===== config.mk =====
export PLATFORM = sky130hd
export DESIGN_NAME = coded_sym_serializer
export DESIGN_NICKNAME = d
export VERILOG_FILES = /design/src/rtl/coded_ser_pkg.sv /design/src/rtl/coded_ser_fifo.sv /design/src/rtl/coded_sym_serializer.sv
export SDC_FILE = /design/constraint.sdc
export NUM_CORES = 1
export LEC_CHECK = 0
export CAP_MARGIN = 40
export CORE_MARGIN = 3
export CORE_UTILIZATION = 55
export CTS_CLUSTER_DIAMETER = 80
export DETAILED_ROUTE_END_ITERATION = 10
export DONT_BUFFER_PORTS = 1
export PLACE_DENSITY = 0.76
export SLEW_MARGIN = 20
export SYNTH_ARGS = -nofsm -noshare
export SYNTH_HDL_FRONTEND = slang
export SYNTH_HIERARCHICAL = 1
export SYNTH_SLANG_ARGS = --single-unit

===== constraint.sdc =====
create_clock -name pka_1or2m_gclk -period 3 [get_ports pka_1or2m_gclk]
set_clock_uncertainty 0.1 [all_clocks]
set_input_delay 0.3 -clock pka_1or2m_gclk [delete_from_list [all_inputs] [get_ports pka_1or2m_gclk]]
set_output_delay 0.3 -clock pka_1or2m_gclk [all_outputs]
set_load 0.02 [all_outputs]

===== src/rtl/coded_ser_pkg.sv =====
// Purpose : shared types and constants for the coded symbol serializer.
// Latency : n/a (package only).
// Backpr. : n/a.
// Contents: state_e FSM encoding, word lengths, scheme codes, word alignment helpers.
package coded_ser_pkg;

  typedef enum logic [1:0] {
    IDLE  = 2'd0,
    RUN   = 2'd1,
    STALL = 2'd2
  } state_e;

  localparam int unsigned S2_LEN = 2;
  localparam int unsigned S8_LEN = 8;

  localparam logic SCHEME_S2 = 1'b0;
  localparam logic SCHEME_S8 = 1'b1;

  // Left-justify a stored word so the next symbol to send is always bit 7.
  // S=2 words live in bits [1:0] of the FIFO entry.
  function automatic logic [7:0] align_word(input logic [7:0] w, input logic scheme);
    return (scheme == SCHEME_S8) ? w : {w[1:0], 6'b0};
  endfunction

  // Index of the last symbol of a word, as seen by the 3-bit bit counter.
  function automatic logic [2:0] last_idx(input logic scheme);
    return (scheme == SCHEME_S8) ? 3'(S8_LEN - 1) : 3'(S2_LEN - 1);
  endfunction

endpackage


===== src/rtl/coded_ser_fifo.sv =====
// Purpose : 8-bit synchronous FIFO buffering mapped codewords.
// Latency : push visible as head one cycle after the write edge; pop takes effect on the edge.
// Backpr. : pushes while full and pops while empty are ignored.
// Ports   : clk/rst_n (async active-low), push/push_dat, pop, head_dat, full, empty, count.
module coded_ser_fifo #(
  parameter int FIFO_DEPTH = 4,
  parameter int PTR_W      = $clog2(FIFO_DEPTH)
) (
  input  logic             clk,
  input  logic             rst_n,
  input  logic             push,
  input  logic [7:0]       push_dat,
  input  logic             pop,
  output logic [7:0]       head_dat,
  output logic             full,
  output logic             empty,
  output logic [PTR_W:0]   count
);

  localparam logic [PTR_W:0] FULL_CNT = (PTR_W + 1)'(FIFO_DEPTH);

  logic [7:0]       mem [FIFO_DEPTH];
  logic [PTR_W-1:0] wr_ptr_q, wr_ptr_d;
  logic [PTR_W-1:0] rd_ptr_q, rd_ptr_d;
  logic [PTR_W:0]   count_q, count_d;
  logic             push_ok, pop_ok;

  assign full     = (count_q == FULL_CNT);
  assign empty    = (count_q == '0);
  assign count    = count_q;
  assign head_dat = mem[rd_ptr_q];
  assign push_ok  = push && !full;
  assign pop_ok   = pop && !empty;

  always_comb begin
    wr_ptr_d = wr_ptr_q;
    rd_ptr_d = rd_ptr_q;
    count_d  = count_q;
    // Pointers are PTR_W bits, so wrap modulo FIFO_DEPTH falls out naturally.
    if (push_ok) wr_ptr_d = wr_ptr_q + PTR_W'(1);
    if (pop_ok)  rd_ptr_d = rd_ptr_q + PTR_W'(1);
    case ({push_ok, pop_ok})
      2'b10:   count_d = count_q + (PTR_W + 1)'(1);
      2'b01:   count_d = count_q - (PTR_W + 1)'(1);
      default: count_d = count_q;
    endcase
  end

  always_ff @(posedge clk or negedge rst_n) begin
    if (!rst_n) begin
      wr_ptr_q <= '0;
      rd_ptr_q <= '0;
      count_q  <= '0;
    end else begin
      wr_ptr_q <= wr_ptr_d;
      rd_ptr_q <= rd_ptr_d;
      count_q  <= count_d;
    end
  end

  // Storage needs no reset: entries are only read once the count covers them.
  always_ff @(posedge clk) begin
    if (push_ok) mem[wr_ptr_q] <= push_dat;
  end

endmodule


===== src/rtl/coded_sym_serializer.sv =====
// Purpose : buffers LE Coded PHY mapped codewords (S=2 / S=8) and shifts them out MSB first,
//           one symbol per sym_ce, flagging underruns. Optional status: CODED_SER_STATUS_EN.
// Latency : write to RUN one cycle; tx_sym/tx_sym_vld registered one cycle after sym_ce.
// Backpr. : code_rdy (registered, FIFO not full); writes while full are dropped.
// Ports   : s/code_data_2/code_data_8/code_wr/code_rdy in, sym_ce/ser_en control,
//           tx_sym/tx_sym_vld/ser_busy/underrun out (+overflow/sym_cnt with CODED_SER_STATUS_EN).
module coded_sym_serializer
  import coded_ser_pkg::*;
#(
  parameter int FIFO_DEPTH = 4,
  parameter int PTR_W      = $clog2(FIFO_DEPTH)
) (
  input  logic        pka_1or2m_gclk,
  input  logic        r_tx_rst_n,
  input  logic        s,
  input  logic [1:0]  code_data_2,
  input  logic [7:0]  code_data_8,
  input  logic        code_wr,
  output logic        code_rdy,
  input  logic        sym_ce,
  input  logic        ser_en,
  output logic        tx_sym,
  output logic        tx_sym_vld,
  output logic        ser_busy,
  output logic        underrun
`ifdef CODED_SER_STATUS_EN
  ,
  output logic        overflow,
  output logic [15:0] sym_cnt
`endif
);

  localparam logic [PTR_W:0] FULL_CNT = (PTR_W + 1)'(FIFO_DEPTH);

  state_e      state_q, state_d;
  logic [7:0]  sh_q, sh_d;
  logic [2:0]  cnt_q, cnt_d;
  logic        s_lat_q, s_lat_d;
  logic        tx_sym_q, tx_sym_d;
  logic        tx_sym_vld_q, tx_sym_vld_d;
  logic        underrun_q, underrun_d;
  logic        code_rdy_q, code_rdy_d;
  logic        run_start;

  logic [7:0]     wr_dat, fifo_head, head_al_s, head_al_lat;
  logic           fifo_push, fifo_pop, fifo_full, fifo_empty;
  logic [PTR_W:0] fifo_count, count_nxt;
  logic           word_last;

  assign wr_dat    = (s == SCHEME_S8) ? code_data_8 : {6'b0, code_data_2};
  assign fifo_push = code_wr && !fifo_full;

  coded_ser_fifo #(
    .FIFO_DEPTH (FIFO_DEPTH),
    .PTR_W      (PTR_W)
  ) u_fifo (
    .clk      (pka_1or2m_gclk),
    .rst_n    (r_tx_rst_n),
    .push     (fifo_push),
    .push_dat (wr_dat),
    .pop      (fifo_pop),
    .head_dat (fifo_head),
    .full     (fifo_full),
    .empty    (fifo_empty),
    .count    (fifo_count)
  );

  // The first word of a packet aligns with the live s, later words with the latched scheme.
  assign head_al_s   = align_word(fifo_head, s);
  assign head_al_lat = align_word(fifo_head, s_lat_q);
  assign word_last   = (cnt_q == last_idx(s_lat_q));

  // code_rdy is registered, so it is computed from the post-edge occupancy.
  assign count_nxt  = fifo_count + (PTR_W + 1)'(fifo_push) - (PTR_W + 1)'(fifo_pop);
  assign code_rdy_d = (count_nxt != FULL_CNT);

  always_comb begin
    state_d      = state_q;
    sh_d         = sh_q;
    cnt_d        = cnt_q;
    s_lat_d      = s_lat_q;
    tx_sym_d     = tx_sym_q;
    tx_sym_vld_d = 1'b0;
    underrun_d   = underrun_q;
    fifo_pop     = 1'b0;
    run_start    = 1'b0;
    case (state_q)
      IDLE: begin
        if (!fifo_empty) begin
          fifo_pop   = 1'b1;
          run_start  = 1'b1;
          s_lat_d    = s;
          sh_d       = head_al_s;
          cnt_d      = 3'd0;
          underrun_d = 1'b0;
          state_d    = RUN;
        end
      end
      RUN: begin
        if (sym_ce) begin
          tx_sym_d     = sh_q[7];
          tx_sym_vld_d = 1'b1;
          sh_d         = {sh_q[6:0], 1'b0};
          cnt_d        = cnt_q + 3'd1;
          if (word_last) begin
            if (!fifo_empty) begin
              // Reload in the same tick so consecutive words have no symbol gap.
              fifo_pop = 1'b1;
              sh_d     = head_al_lat;
              cnt_d    = 3'd0;
            end else if (ser_en) begin
              state_d    = STALL;
              underrun_d = 1'b1;
            end else begin
              state_d = IDLE;
            end
          end
        end
      end
      STALL: begin
        if (sym_ce && !fifo_empty) begin
          // Resume immediately: this tick already carries the new word's first bit.
          fifo_pop     = 1'b1;
          tx_sym_d     = head_al_lat[7];
          tx_sym_vld_d = 1'b1;
          sh_d         = {head_al_lat[6:0], 1'b0};
          cnt_d        = 3'd1;
          state_d      = RUN;
        end else if (!ser_en && fifo_empty) begin
          state_d = IDLE;
        end
      end
      default: state_d = IDLE;
    endcase
  end

  always_ff @(posedge pka_1or2m_gclk or negedge r_tx_rst_n) begin
    if (!r_tx_rst_n) begin
      state_q      <= IDLE;
      sh_q         <= '0;
      cnt_q        <= '0;
      s_lat_q      <= 1'b0;
      tx_sym_q     <= 1'b0;
      tx_sym_vld_q <= 1'b0;
      underrun_q   <= 1'b0;
      code_rdy_q   <= 1'b1;
    end else begin
      state_q      <= state_d;
      sh_q         <= sh_d;
      cnt_q        <= cnt_d;
      s_lat_q      <= s_lat_d;
      tx_sym_q     <= tx_sym_d;
      tx_sym_vld_q <= tx_sym_vld_d;
      underrun_q   <= underrun_d;
      code_rdy_q   <= code_rdy_d;
    end
  end

  assign tx_sym     = tx_sym_q;
  assign tx_sym_vld = tx_sym_vld_q;
  assign ser_busy   = (state_q != IDLE);
  assign underrun   = underrun_q;
  assign code_rdy   = code_rdy_q;

`ifdef CODED_SER_STATUS_EN
  logic        overflow_q, overflow_d;
  logic [15:0] sym_cnt_q, sym_cnt_d;

  always_comb begin
    overflow_d = overflow_q | (code_wr && fifo_full);
    sym_cnt_d  = sym_cnt_q;
    if (run_start)
      sym_cnt_d = 16'd0;
    else if (tx_sym_vld_d && (sym_cnt_q != 16'hFFFF))
      sym_cnt_d = sym_cnt_q + 16'd1;
  end

  always_ff @(posedge pka_1or2m_gclk or negedge r_tx_rst_n) begin
    if (!r_tx_rst_n) begin
      overflow_q <= 1'b0;
      sym_cnt_q  <= 16'd0;
    end else begin
      overflow_q <= overflow_d;
      sym_cnt_q  <= sym_cnt_d;
    end
  end

  assign overflow = overflow_q;
  assign sym_cnt  = sym_cnt_q;
`endif

endmodule


After elaboration in Yosys (flattened, before gate mapping)
Memory sizes are Yosys's and may differ from the RTL's.
Index checks and enable logic that the tools add are counted.
{ "classes": {"add_sub_neg": 7, "n_mul": 0, "n_div": 0, "magnitude_cmp": 0, "eq_ne": 14, "shift": 0, "n_mux": 43, "bitwise": 1, "n_reduce_logical": 20} }
{ "op_table": {"columns": ["cell", "count"], "rows": [
  ["$mux 8", 8],
  ["$pmux 8 s3", 1],
  ["$mux 3", 6],
  ["$mux 1", 14],
  ["$mux 2", 7],
  ["$ne 2x2->1 const B", 6],
  ["$pmux 3 s3", 1],
  ["$reduce_bool 2->1", 4],
  ["$add 3x1->3 const B", 2],
  ["$ne 3x3->1 const B", 2],
  ["$pmux 1 s2", 3],
  ["$pmux 2 s3", 1],
  ["$pmux 3 s2", 1],
  ["$reduce_and 6->1", 1],
  ["$logic_and 1x1->1", 5],
  ["$reduce_and 5->1", 1],
  ["$add 2x1->2 const B", 2],
  ["$eq 2x1->1 const B", 2],
  ["$eq 2x2->1 const B", 2],
  ["$reduce_and 4->1", 1],
  ["$add 3x1->3", 1],
  ["$eq 3x3->1", 1],
  ["$eq 3x3->1 const B", 1],
  ["$logic_not 1->1", 3],
  ["9 further kinds", 9]
]} }
{ "totals": {"ff_bits": 25, "latchBits": 0, "ram_bits": 32, "romBits": 0, "inputBits": 16, "memories": 1} }
{ "mem_list": {"columns": ["memory", "depth", "width", "read_ports", "rd_ports_with_merged_regs", "write_ports", "line_no", "source"], "rows": [
  ["u_fifo.mem", 4, 8, 1, 0, 1, "coded_ser_fifo.sv:22", "logic [7:0] mem [FIFO_DEPTH];"]
]} }

Longest topological paths before layout
Gate-level depths: netlist of run 1.
{ "depth": {"ltp_word": 8, "ltp_mapped": 13, "mapped_depth_nobuf": 12} }

Hierarchy
The synthesis of run 1 kept the hierarchy.
{ "by_module_without_submodules": {"columns": ["mod", "instances", "cells_per_inst", "area_per_inst_um2", "seq_area_each_um2"], "rows": [
  ["coded_ser_fifo", 1, 79, 1592.8, 1136.1],
  ["coded_sym_serializer", 1, 166, 1435.1, 451.7]
]} }

Worst setup path before layout of run 1
No wires, ideal clock.
{ "synth_timing": {"kind": "reg2reg", "start": "reg state_q[1]", "end": "reg code_rdy_q (netlist: code_rdy)", "arrival_ns": 2.686, "t_required_ns": 2.812, "path_slack_ns": 0.126, "path_stages_with_launch": 14, "path_buffers": 1, "period_less_slack_ns": 2.874, "cell_sequence": "dfrtp_1 inv_1 ha_1 clkbuf_1 o21a_1 o21ai_0 a211oi_1 ha_1 inv_1 ha_1 fa_1 xnor2_1 xnor2_1 or3_1"} }
{ "synth_between": {"elab_chain_cells": 4, "word_cells_on_any_way": 6, "classes_between": "add/sub (1); eq/ne (3); mux (1); reduce/logical (1)"} }
{ "synth_lines": {"columns": ["element", "line_no", "source"], "rows": [
  ["start, declared", "coded_sym_serializer.sv:35", "state_e state_q, state_d;"],
  ["start signal, assigned", "coded_sym_serializer.sv:148", "state_q <= state_d;"],
  ["$eq 2x2->1, or another cell as far along", "coded_sym_serializer.sv:87", "case (state_q)"],
  ["$pmux 1 s3 (*)", "coded_sym_serializer.sv:87", null],
  ["net fifo_pop", "coded_sym_serializer.sv:46", "logic fifo_push, fifo_pop, fifo_full, fifo_empty;"],
  ["$sub 3x1->3 (*)", "coded_sym_serializer.sv:74", "assign count_nxt = fifo_count + (PTR_W + 1)'(fifo_push) - (PTR_W + 1)'(fifo_pop);"],
  ["$ne 3x3->1 (*)", "coded_sym_serializer.sv:75", "assign code_rdy_d = (count_nxt != FULL_CNT);"],
  ["net code_rdy_d", "coded_sym_serializer.sv:42", "logic code_rdy_q, code_rdy_d;"],
  ["end signal, assigned", "coded_sym_serializer.sv:155", "code_rdy_q <= code_rdy_d;"],
  ["end, declared", "coded_sym_serializer.sv:42", null]
]} }
Mark *: on every way through the listed nets, which the timed path passes. The rest lies on a longest branch.
A chain may end at the register's enable or synchronous reset.

Final worst setup path of run 1
{ "layout_timing": {"start": "reg s_lat_q", "end": "reg code_rdy_q (netlist: code_rdy)"} }
{ "layout_between": {"elab_chain_cells": 7} }
{ "layout_lines": {"columns": ["element", "line_no", "source"], "rows": [
  ["start, declared", "coded_sym_serializer.sv:38", "logic s_lat_q, s_lat_d;"],
  ["start signal, assigned", "coded_sym_serializer.sv:151", "s_lat_q <= s_lat_d;"],
  ["$mux 3", "coded_ser_pkg.sv:27", "return (scheme == SCHEME_S8) ? 3'(S8_LEN - 1) : 3'(S2_LEN - 1);"],
  ["$eq 3x3->1", "coded_sym_serializer.sv:71", "assign word_last = (cnt_q == last_idx(s_lat_q));"],
  ["$mux 1", "coded_sym_serializer.sv:105", "if (word_last) begin"],
  ["$mux 1", "coded_sym_serializer.sv:100", "if (sym_ce) begin"],
  ["$pmux 1 s3", "coded_sym_serializer.sv:87", null],
  ["net fifo_pop", "coded_sym_serializer.sv:46", null],
  ["$sub 3x1->3", "coded_sym_serializer.sv:74", null],
  ["$ne 3x3->1", "coded_sym_serializer.sv:75", null],
  ["net code_rdy_d", "coded_sym_serializer.sv:42", null]
]} }
The timed path passes the listed nets, and every way through them passes these cells.

==> results of run 1 <==
==> flip-flops by register name, indices dropped and copies added, names as in the netlist <==
signal / count
cnt_q: 3
code_rdy: 1
s_lat_q: 1
sh_q: 8
state_q: 2
tx_sym: 1
tx_sym_vld: 1
u_fifo/count: 3
u_fifo/mem: 32
u_fifo/rd_ptr_q: 2
u_fifo/wr_ptr_q: 2
underrun: 1
==> kinds of logic after synthesis <==
group	count (synthesis)
and+or+nand+nor	64
DFF	57
AOI/OAI and AO/OA	51
buffers and inverters	33
muxes	17
adders and majority gates	15
xor gates and xnor gates	8
==> what timing repair did <==
item | CTS | global route
endpoints found under the hold margin | 25 | 0
hold buffers | 2 | 0
resized for setup | 0 | 2
setup endpoints to repair | 0 | 2
==> metal layers <==
layer  up-vias  share of wire (%)
met3         8                5.3
li1        931                  -
met4         0                1.3
met1       979                 43
met5         -                  0
met2        54                 50
==> worst paths after layout <==
path / startpoint / to / slack, ns / cells past startpoint
worst max-delay path: s_lat_q$_DFFE_PN0P_ / code_rdy$_DFF_PN1_ / 0.16 / 12
worst min-delay path: s / s_lat_q$_DFFE_PN0P_ / 0.02 / 1
worst max register to register: s_lat_q$_DFFE_PN0P_ / code_rdy$_DFF_PN1_ / 0.16 / 12
worst min register to register: sh_q[6]$_DFFE_PN0P_ / sh_q[6]$_DFFE_PN0P_ / 0.40 / 2
max in group asynchronous: r_tx_rst_n / code_rdy$_DFF_PN1_ / 2.28 / 2
min in group asynchronous: r_tx_rst_n / sh_q[2]$_DFFE_PN0P_ / 0.30 / 2
==> Yosys cell counts, types with 2 or more instances <==
| cell type | count |
|---|---|
| a31oi_1 | 4 |
| nor3_1 | 8 |
| and4_1 | 2 |
| o21ai_1 | 4 |
| a211oi_1 | 3 |
| edfxtp_1 | 32 |
| o22ai_1 | 4 |
| nor2b_1 | 4 |
| mux2_2 | 4 |
| mux2i_1 | 4 |
| a2111oi_0 | 3 |
| and2_2 | 4 |
| ha_1 | 13 |
| fa_1 | 2 |
| dfrtp_1 | 24 |
| a22o_1 | 4 |
| mux4_2 | 8 |
| and2_1 | 6 |
| inv_1 | 24 |
| o21a_1 | 2 |
| xor2_1 | 3 |
| o21ai_0 | 4 |
| buf_2 | 3 |
| a221oi_1 | 3 |
| or3_1 | 2 |
| nor2_1 | 11 |
| clkbuf_1 | 6 |
| nand2_1 | 14 |
| xnor2_1 | 5 |
| nor4_1 | 6 |
| a21oi_1 | 9 |
==> power groups by stage <==
stage	sequential, mW	clock, mW	combinational, mW
after detailed placement	1.33	0	1.47
after CTS	1.31	0.806	1.48
after floorplan	1.21	0	1.23
final	1.31	0.788	1.49
after global placement	1.31	0	1.43
after global routing	1.34	0.845	1.67
==> layout make-up <==
class                           count  area share [%]
Clock buffer                       10            3.77
Clock inverter                      6            2.70
Multi-Input combinational cell    155            38.9
Timing Repair Buffer                9            2.44
Inverter                           24            2.66
Tap cell                           70            2.59
Sequential cell                    57            46.9
==> per-stage QoR <==
stage	cell area [um^2]	hold slack [ns]	instances
after detailed placement	3130	-0.0949	313
after global placement	3130	-0.0944	313
after global routing	3380	0.0165	331
final	3380	0.0196	331
after floorplan	3030	-0.0956	245
after CTS	3380	0.00657	331
==> flow_metrics.tcl, run 1 <==
set metrics [dict create \
    routed_wl_um 5750 \
    multi_input_area_mm2 0.00132 \
    syn-num-nets 276 \
    cts_root_buf "clkbuf_8" \
    maxSlewHeadroom_pct 60.6 \
    cpPeakStageDelay_ns 0.43 \
    fp.dieH_um 80.2 \
    grt_use_met2_pct 32.5 \
    first_pass_iters 4 \
    fillers 389 \
    crit_family "adder cells" \
    io_pins 21 \
    worst_slack_ns 0.160 \
    cp_cell_sequence "buf_4, and4_1, o21a_1, o21ai_1, a211oi_2, ha_1, inv_1, ha_1, fa_1, xnor2_1, xnor2_1, or3_1" \
    cts_sinks 57 \
    async_reset_ff_share_pct 43.9 \
    drcViolationCount 0 \
    synth_xor_area_share_pct 2.31 \
    grt-busiest-layer "met2" \
    grt_pass1_wl_um 9980 \
    final_cell_mix "32 x edfxtp_1, 24 x inv_1, 24 x dfrtp_1, 14 x nand2_1, 13 x ha_1" \
    vdd_drop_max_uv 547 \
    synth.top_cell.area_share_pct 31.7 \
    setup_tns_ns 0 \
    synth_edf_count 32 \
    die_w_um 80.2 \
    wl_per_cell_um 17.4 \
    post-route-util_pct 65.0 \
    synthAdderAreaFrac_pct 6.69 \
    drive_above_1_share_pct 19.2 \
    p_seq_share_pct 36.5 \
    comb_power_share_pct 41.5 \
    avgSynthCellArea_um2 12.4 \
    grt_usage_pct 20.6 \
    cp-start-kind "flop" \
    rsz0062_at_grt "no" \
    p_int_mw 2.25 \
    cts_max_level 3 \
    clockBufferDepth 2 \
    initial_core_util_pct 58.2 \
    avgViaCountPerCell 5.96 \
    finalSetupViolations 0 \
    path_class "flop to flop" \
    grt_start_max_net_pins 26 \
    critPathSlowestCell "dfrtp_1" \
    swShare_pct 37.3 \
    crit_path_end_kind "flop" \
    post-place-ws_ns 0.0613 \
    power.density_mw_per_mm2 1060 \
    vias 1972 \
    drv_cap 0 \
    final-seq-area_mm2 0.00159 \
    drv_slew 0 \
    cts_inserted_buffers 9 \
    ys_ff_latch 57 \
    std_cell_rows 26 \
    nNetsFinal 287 \
    yosys_warnings 6 \
    ys.flop_type "edfxtp_1" \
    yosysUniqueCellTypes 51 \
    synth_top_cell_by_area "edfxtp_1" \
    netSwitchingPower_mw 1.33 \
    die_area_mm2 0.00643 \
    leakagePower_nw 1.35 \
    cp_data_required_time_ns 3.16 \
    min_period_over_period_pct 94.7 \
    syn2layout_area_growth_pct 11.8 \
    dp_hpwl_um 4060 \
    antenna_cells 0 \
    synth-compound-area-share_pct 12.6 \
    cp_max_fo 7 \
    cp.buffers_inverters 2 \
    portBuffers 0 \
    path_clk_slew_ns 0.07 \
    insertion_delay_ns 0.33 \
    synth.area.top_cells "edfxtp_1 32%, dfrtp_1 20%, mux4_2 6.0%" \
    synth_mux_area_share_pct 9.26 \
    drtIter0Drc 212 \
    pwr-share-clk_pct 22.0 \
    ys_seq_area_share_pct 52.4 \
    max_freq_mhz 352 \
    gp_routability_congestion 0.865 \
    synthCells 245 \
    min_period_ns 2.84 \
    synthSimpleGateAreaFrac_pct 12.5 \
    cts_tree "built" \
    grtUsageMet3_pct 6.05 \
    final_common_cell "edfxtp_1" \
    cp.arrival_ns 3.00 \
    tightest_slew_ns 0.591 \
    met1_usage_pct 26.9 \
    coreArea_mm2 0.00520 \
    synth_area_mm2 0.00303 \
    hp-class "input pin to flop" \
    antenna_found_initial 0 \
    synth_top_family_by_area "compound AO/OA/AOI/OAI gates" \
    overflow 0 \
    cts_setup_buffers 0 \
    total_power_mw 3.58 \
    grt_pass1_vias 1992 \
    drtAntennaViolNets 0 \
    status "finished, final reports clean" \
    hold_viol_final 0 \
]
Note: power is estimated with default switching activity, not from simulation.
==> run 2: changes to the inputs <==
Settings changed: CORE_UTILIZATION 55 to 50, PLACE_DENSITY 0.76 to 0.71.
==> run 2 against run 1 <==
Against the previous run:
- fmax increased by 3.7%
- first-iteration DRC count fell by 40%
- via count decreased by 2.1%
- die area up 9.2%
- largest cell class unchanged
- combinational power about the same
- count of clock-buffer cells in the layout unchanged
==> flow_metrics.tcl, run 2 (synthesized netlist as in run 1, its figures left out) <==
set metrics [dict create \
    status "finished, final reports clean" \
    crit_family "adder cells" \
    io_pins 21 \
    syn2layout_area_growth_pct 12.3 \
    avgViaCountPerCell 5.78 \
    cp_cell_sequence "nor4b_4, o21a_1, o21ai_1, a211oi_2, ha_1, inv_1, ha_1, fa_1, xnor2_1, xnor2_1, or3_1" \
    cp_max_fo 5 \
    drv_slew 0 \
    max_freq_mhz 365 \
    min_period_over_period_pct 91.3 \
    largest_reg_flops 32 \
    cts_sinks 57 \
    top_regs "u_fifo/mem x32, sh_q x8" \
    coreArea_mm2 0.00568 \
    clockBufferDepth 2 \
    top_register "u_fifo/mem" \
    grt_pass1_vias 1999 \
    hp-class "input pin to flop" \
    initial_core_util_pct 53.4 \
    insertion_delay_ns 0.34 \
    grt_start_max_net_pins 26 \
    pwr-share-clk_pct 22.1 \
    vias 1930 \
    p_seq_share_pct 36.6 \
    routed_wl_um 5690 \
    cts_tree "built" \
    leakagePower_nw 1.34 \
    nNetsFinal 288 \
    reg2reg_from "s_lat_q$_DFFE_PN0P_" \
    cpPeakStageDelay_ns 0.44 \
    swShare_pct 37.1 \
    rsz0062_at_grt "no" \
    fillers 445 \
    setup_tns_ns 0 \
    dp_hpwl_um 3960 \
    final_cell_mix "32 x edfxtp_1, 24 x inv_1, 23 x dfrtp_1, 14 x nand2_1, 13 x ha_1" \
    tightest_slew_ns 0.586 \
    drtAntennaViolNets 0 \
    grt_usage_pct 17.9 \
    cp.arrival_ns 2.91 \
    comb_power_share_pct 41.3 \
    antenna_found_initial 0 \
    die_w_um 83.8 \
    drcViolationCount 0 \
    cp.buffers_inverters 1 \
    drv_cap 0 \
    netSwitchingPower_mw 1.32 \
    maxSlewHeadroom_pct 60.9 \
    cp-start-kind "flop" \
    first_pass_iters 4 \
    critPathSlowestCell "dfrtp_1" \
    startpoint "s_lat_q$_DFFE_PN0P_" \
    final_common_cell "edfxtp_1" \
    drive_above_1_share_pct 19.5 \
    die_area_mm2 0.00703 \
    cts_root_buf "clkbuf_8" \
    cts_inserted_buffers 9 \
    place_inst 315 \
    finalNonFillerCells 334 \
    crit_path_end_kind "flop" \
    overflow 0 \
    std_cell_rows 27 \
    path_class "flop to flop" \
    path_clk_slew_ns 0.07 \
    cp_data_required_time_ns 3.17 \
    finalSetupViolations 0 \
    grt_pass1_wl_um 9690 \
    drtIter0Drc 128 \
    power.density_mw_per_mm2 1050 \
    hold_viol_final 0 \
    wl_per_cell_um 17.0 \
    cts_max_level 3 \
    min_period_ns 2.74 \
    antenna_cells 0 \
    portBuffers 0 \
    vdd_drop_max_uv 569 \
    p_int_mw 2.24 \
    worstHoldStart "sym_ce" \
    gp_routability_congestion 0.853 \
    fp.dieH_um 83.8 \
]
## run 2: changes by cell type in the layout (fill, tap and decap cells not counted)
cell           before  now
clkinv_2            1    0
inv_6               1    0
dlygate4sd3_1       1    2
dfrtp_1            24   23
clkinvlp_4          0    2
dfrtp_2             0    1
## run 2: area by class of cell
type | count | area, um^2 | share of cell area (%)
multi-input combinational | 155 | 1320 | 38.8
inverter | 24 | 90.1 | 2.65
clock buffer | 10 | 128 | 3.75
sequential | 57 | 1590 | 46.7
clock inverter | 6 | 92.6 | 2.72
tap | 72 | 90.1 | 2.65
timing repair buffer | 10 | 92.6 | 2.72
## run 2: power groups by stage
stage               Combinational, mW  Clock (mW)  Sequential, mW
finish                           1.47       0.787            1.30
global route                     1.66       0.843            1.34
CTS                              1.48       0.804            1.31
detailed placement               1.46           0            1.33
global placement                 1.42           0            1.32
floorplan                        1.23           0            1.21
## run 2: metal layers
metal / wire length (um) / vias up / GRT usage [%]
li1: - / 932 / -
met1: 2450 / 944 / 22.2
met2: 2890 / 44 / 27.9
met3: 259 / 10 / 6.52
met4: 91 / 0 / 7.89
met5: 0 / - / 0
## run 2: repair_timing
action | in CTS | in global routing
hold endpoints to repair | 26 | 0
hold buffers | 3 | 0
resized for setup | 0 | 3
setup buffers | 0 | 0
setup endpoints to repair | 0 | 2
## run 2: worst reg2reg max path: stages (launching register included)
cell	delay [ns]
dfrtp_1	0.44
nor4b_4	0.33
o21a_1	0.17
o21ai_1	0.07
a211oi_2	0.22
ha_1	0.17
inv_1	0.04
ha_1	0.18
fa_1	0.37
xnor2_1	0.14
xnor2_1	0.12
or3_1	0.31
## run 2: worst paths after layout
| check | to | slack [ns] | depth (start not counted) |
|---|---|---|---|
| worst max-delay path | code_rdy$_DFF_PN1_ | 0.26 | 11 |
| worst min-delay path | tx_sym_vld$_DFF_PN0_ | 0.07 | 2 |
| worst max register to register | code_rdy$_DFF_PN1_ | 0.26 | 11 |
| worst min register to register | sh_q[6]$_DFFE_PN0P_ | 0.38 | 2 |
| max in group asynchronous | code_rdy$_DFF_PN1_ | 2.28 | 2 |
| min in group asynchronous | tx_sym_vld$_DFF_PN0_ | 0.29 | 2 |
## run 2: stage by stage
step	hold slack (ns)	setup WS (ns)	cell area, um^2	total power, mW	util [%]
6_report	0.0723	0.262	3400	3.56	59.9
2_1_floorplan	-0.0956	0.126	3030	2.45	-
3_3_place_gp	-0.0943	0.167	3130	2.74	55.2
4_1_cts	0.0562	0.116	3390	3.59	59.8
3_5_place_dp	-0.0944	0.128	3130	2.78	55.2
5_1_grt	0.0634	0.0248	3400	3.85	59.9
==> run 3: changes to the inputs <==
Settings changed: CTS_CLUSTER_DIAMETER 80 to not set, GPL_ROUTABILITY_DRIVEN set to 0, PLACE_DENSITY 0.71 to 0.65.
==> run 3 against run 2 <==
Against the previous run:
- worst hold slack improved by 0.018 ns
- final cell count up 0.30%
- register-to-register slack got worse by 0.09 ns
- power down 4.9%
- fmax fell by 3.1%
- critical path depth stayed put
- combinational power barely moved
- worst setup slack worse by 0.088 ns
- clock power down 22%
- utilization decreased by 0.75 points
- first-iteration DRC count increased by 10%
==> flow_metrics.tcl, run 3 (synthesized netlist as in run 1, its figures left out) <==
set metrics [dict create \
    status "finished, final reports clean" \
    grt_pass1_wl_um 9270 \
    antenna_cells 0 \
    grt_start_max_net_pins 26 \
    wl_per_cell_um 16.7 \
    drv_cap 0 \
    drive_above_1_share_pct 19.4 \
    clockBufferDepth 2 \
    place_inst 316 \
    placed_area_mm2 0.00314 \
    cts_inserted_buffers 9 \
    min_period_ns 2.83 \
    cp.arrival_ns 2.98 \
    crit_path_end_kind "flop" \
    tightest_slew_ns 0.571 \
    critPathSlowestCell "dfrtp_1" \
    cts_root_buf "clkbuf_8" \
    leakagePower_nw 1.32 \
    routed_wl_um 5580 \
    final-seq-area_mm2 0.00159 \
    setup_tns_ns 0 \
    cp_max_fo 3 \
    drv_slew 0 \
    die_area_mm2 0.00703 \
    final_cell_mix "32 x edfxtp_1, 24 x inv_1, 24 x dfrtp_1, 14 x nand2_1, 13 x ha_1" \
    path_clk_slew_ns 0.07 \
    insertion_delay_ns 0.33 \
    drtIter0Drc 141 \
    hp-class "input pin to flop" \
    portBuffers 0 \
    cpPeakStageDelay_ns 0.42 \
    avgViaCountPerCell 5.76 \
    first_pass_iters 4 \
    drtAntennaViolNets 0 \
    cts_setup_buffers 0 \
    path_class "flop to flop" \
    antenna_found_initial 0 \
    rsz0062_at_grt "no" \
    fillers 452 \
    initial_core_util_pct 53.4 \
    maxSlewHeadroom_pct 61.9 \
    hold_viol_final 0 \
    fp.dieH_um 83.8 \
    largest_reg_flops 32 \
    power.density_mw_per_mm2 1010 \
    dp_hpwl_um 3900 \
    io_pins 21 \
    cts_tree "built" \
    vias 1930 \
    cts_sinks 57 \
    total_power_mw 3.39 \
    drcViolationCount 0 \
    multi_input_area_mm2 0.00132 \
    final_common_cell "edfxtp_1" \
    cp-start-kind "flop" \
    grt_pass1_vias 1927 \
    max_freq_mhz 354 \
    cp_cell_sequence "nor4b_4, o21a_1, o21ai_0, a211oi_2, ha_1, inv_1, ha_1, fa_1, xnor2_1, xnor2_1, or3_1" \
    die_w_um 83.8 \
    syn2layout_area_growth_pct 10.9 \
    min_period_over_period_pct 94.2 \
    std_cell_rows 27 \
    post-route-util_pct 59.1 \
    overflow 0 \
    cp_data_required_time_ns 3.15 \
    grt_usage_pct 16.9 \
    coreArea_mm2 0.00568 \
    vdd_drop_max_uv 461 \
    finalSetupViolations 0 \
    nNetsFinal 289 \
    finalNonFillerCells 335 \
    final_cell_area_mm2 0.00336 \
    top_regs "u_fifo/mem x32, sh_q x8" \
    cts_max_level 3 \
    top_register "u_fifo/mem" \
]
-- run 3: changes by cell type in the layout (fill, tap and decap cells not counted), sizes merged --
| cell | before | now |
|---|---|---|
| buf | 8 | 9 |
| bufinv | 2 | 0 |
| clkinv | 2 | 1 |
| clkinvlp | 2 | 4 |
| inv | 24 | 25 |
-- run 3: layout make-up --
cell class	instances	share of cell area, %
Timing Repair Buffer	11	2.98
Clock buffer	10	3.80
Tap cell	72	2.68
Inverter	24	2.68
Multi-Input combinational cell	155	39.2
Clock inverter	6	1.30
Sequential cell	57	47.3
-- run 3: stage by stage --
step,hold WS (ns),setup slack (ns)
final,0.0904,0.174
after global routing,0.0700,0.0165
after CTS,0.0638,0.0949
after detailed placement,-0.0945,0.109
after global placement,-0.0945,0.180
after floorplan,-0.0956,0.126
-- run 3: timing repair --
action,CTS,global route
endpoints found under the setup margin,0,1
hold endpoints to repair,26,0
resized for setup,0,1
hold buffers,3,0
-- run 3: final timing paths --
| kind | endpoint | from | slack [ns] | depth (start not counted) |
|---|---|---|---|---|
| worst max register to register | code_rdy$_DFF_PN1_ | cnt_q[2]$_DFFE_PN0P_ | 0.17 | 11 |
| worst min register to register | sh_q[6]$_DFFE_PN0P_ | sh_q[6]$_DFFE_PN0P_ | 0.39 | 2 |
| worst max-delay path | code_rdy$_DFF_PN1_ | cnt_q[2]$_DFFE_PN0P_ | 0.17 | 11 |
| min in group asynchronous | cnt_q[0]$_DFFE_PN0P_ | r_tx_rst_n | 0.31 | 2 |
| worst min-delay path | tx_sym_vld$_DFF_PN0_ | sym_ce | 0.09 | 2 |
| max in group asynchronous | code_rdy$_DFF_PN1_ | r_tx_rst_n | 2.27 | 2 |
-- run 3: where the power goes --
part | total (mW) | internal, mW | leakage [nW] | switching [mW]
Clock | 0.612 | 0.300 | 0.0749 | 0.312
Sequential | 1.30 | 1.08 | 0.609 | 0.221
Combinational | 1.48 | 0.691 | 0.639 | 0.786
Total | 3.39 | 2.07 | 1.32 | 1.32
-- run 3: worst max-delay path, delay by kind of cell, from the launching register on --
family	cells	cell delay, ns
xor gates and xnor gates	2	0.26
buffers and inverters	1	0.04
AOI/OAI and AO/OA	3	0.56
and+or+nand+nor	2	0.63
adders and majority gates	3	0.74
DFF	1	0.42
-- run 3: per-layer routing --
metal  GRT usage, %  vias to the layer above  share of wire, %
met5              0                        -                 0
met4           5.99                        0              0.45
met3           5.23                        2               4.9
met2           27.8                       38                50
met1           21.2                      960                45
li1               -                      930                 -
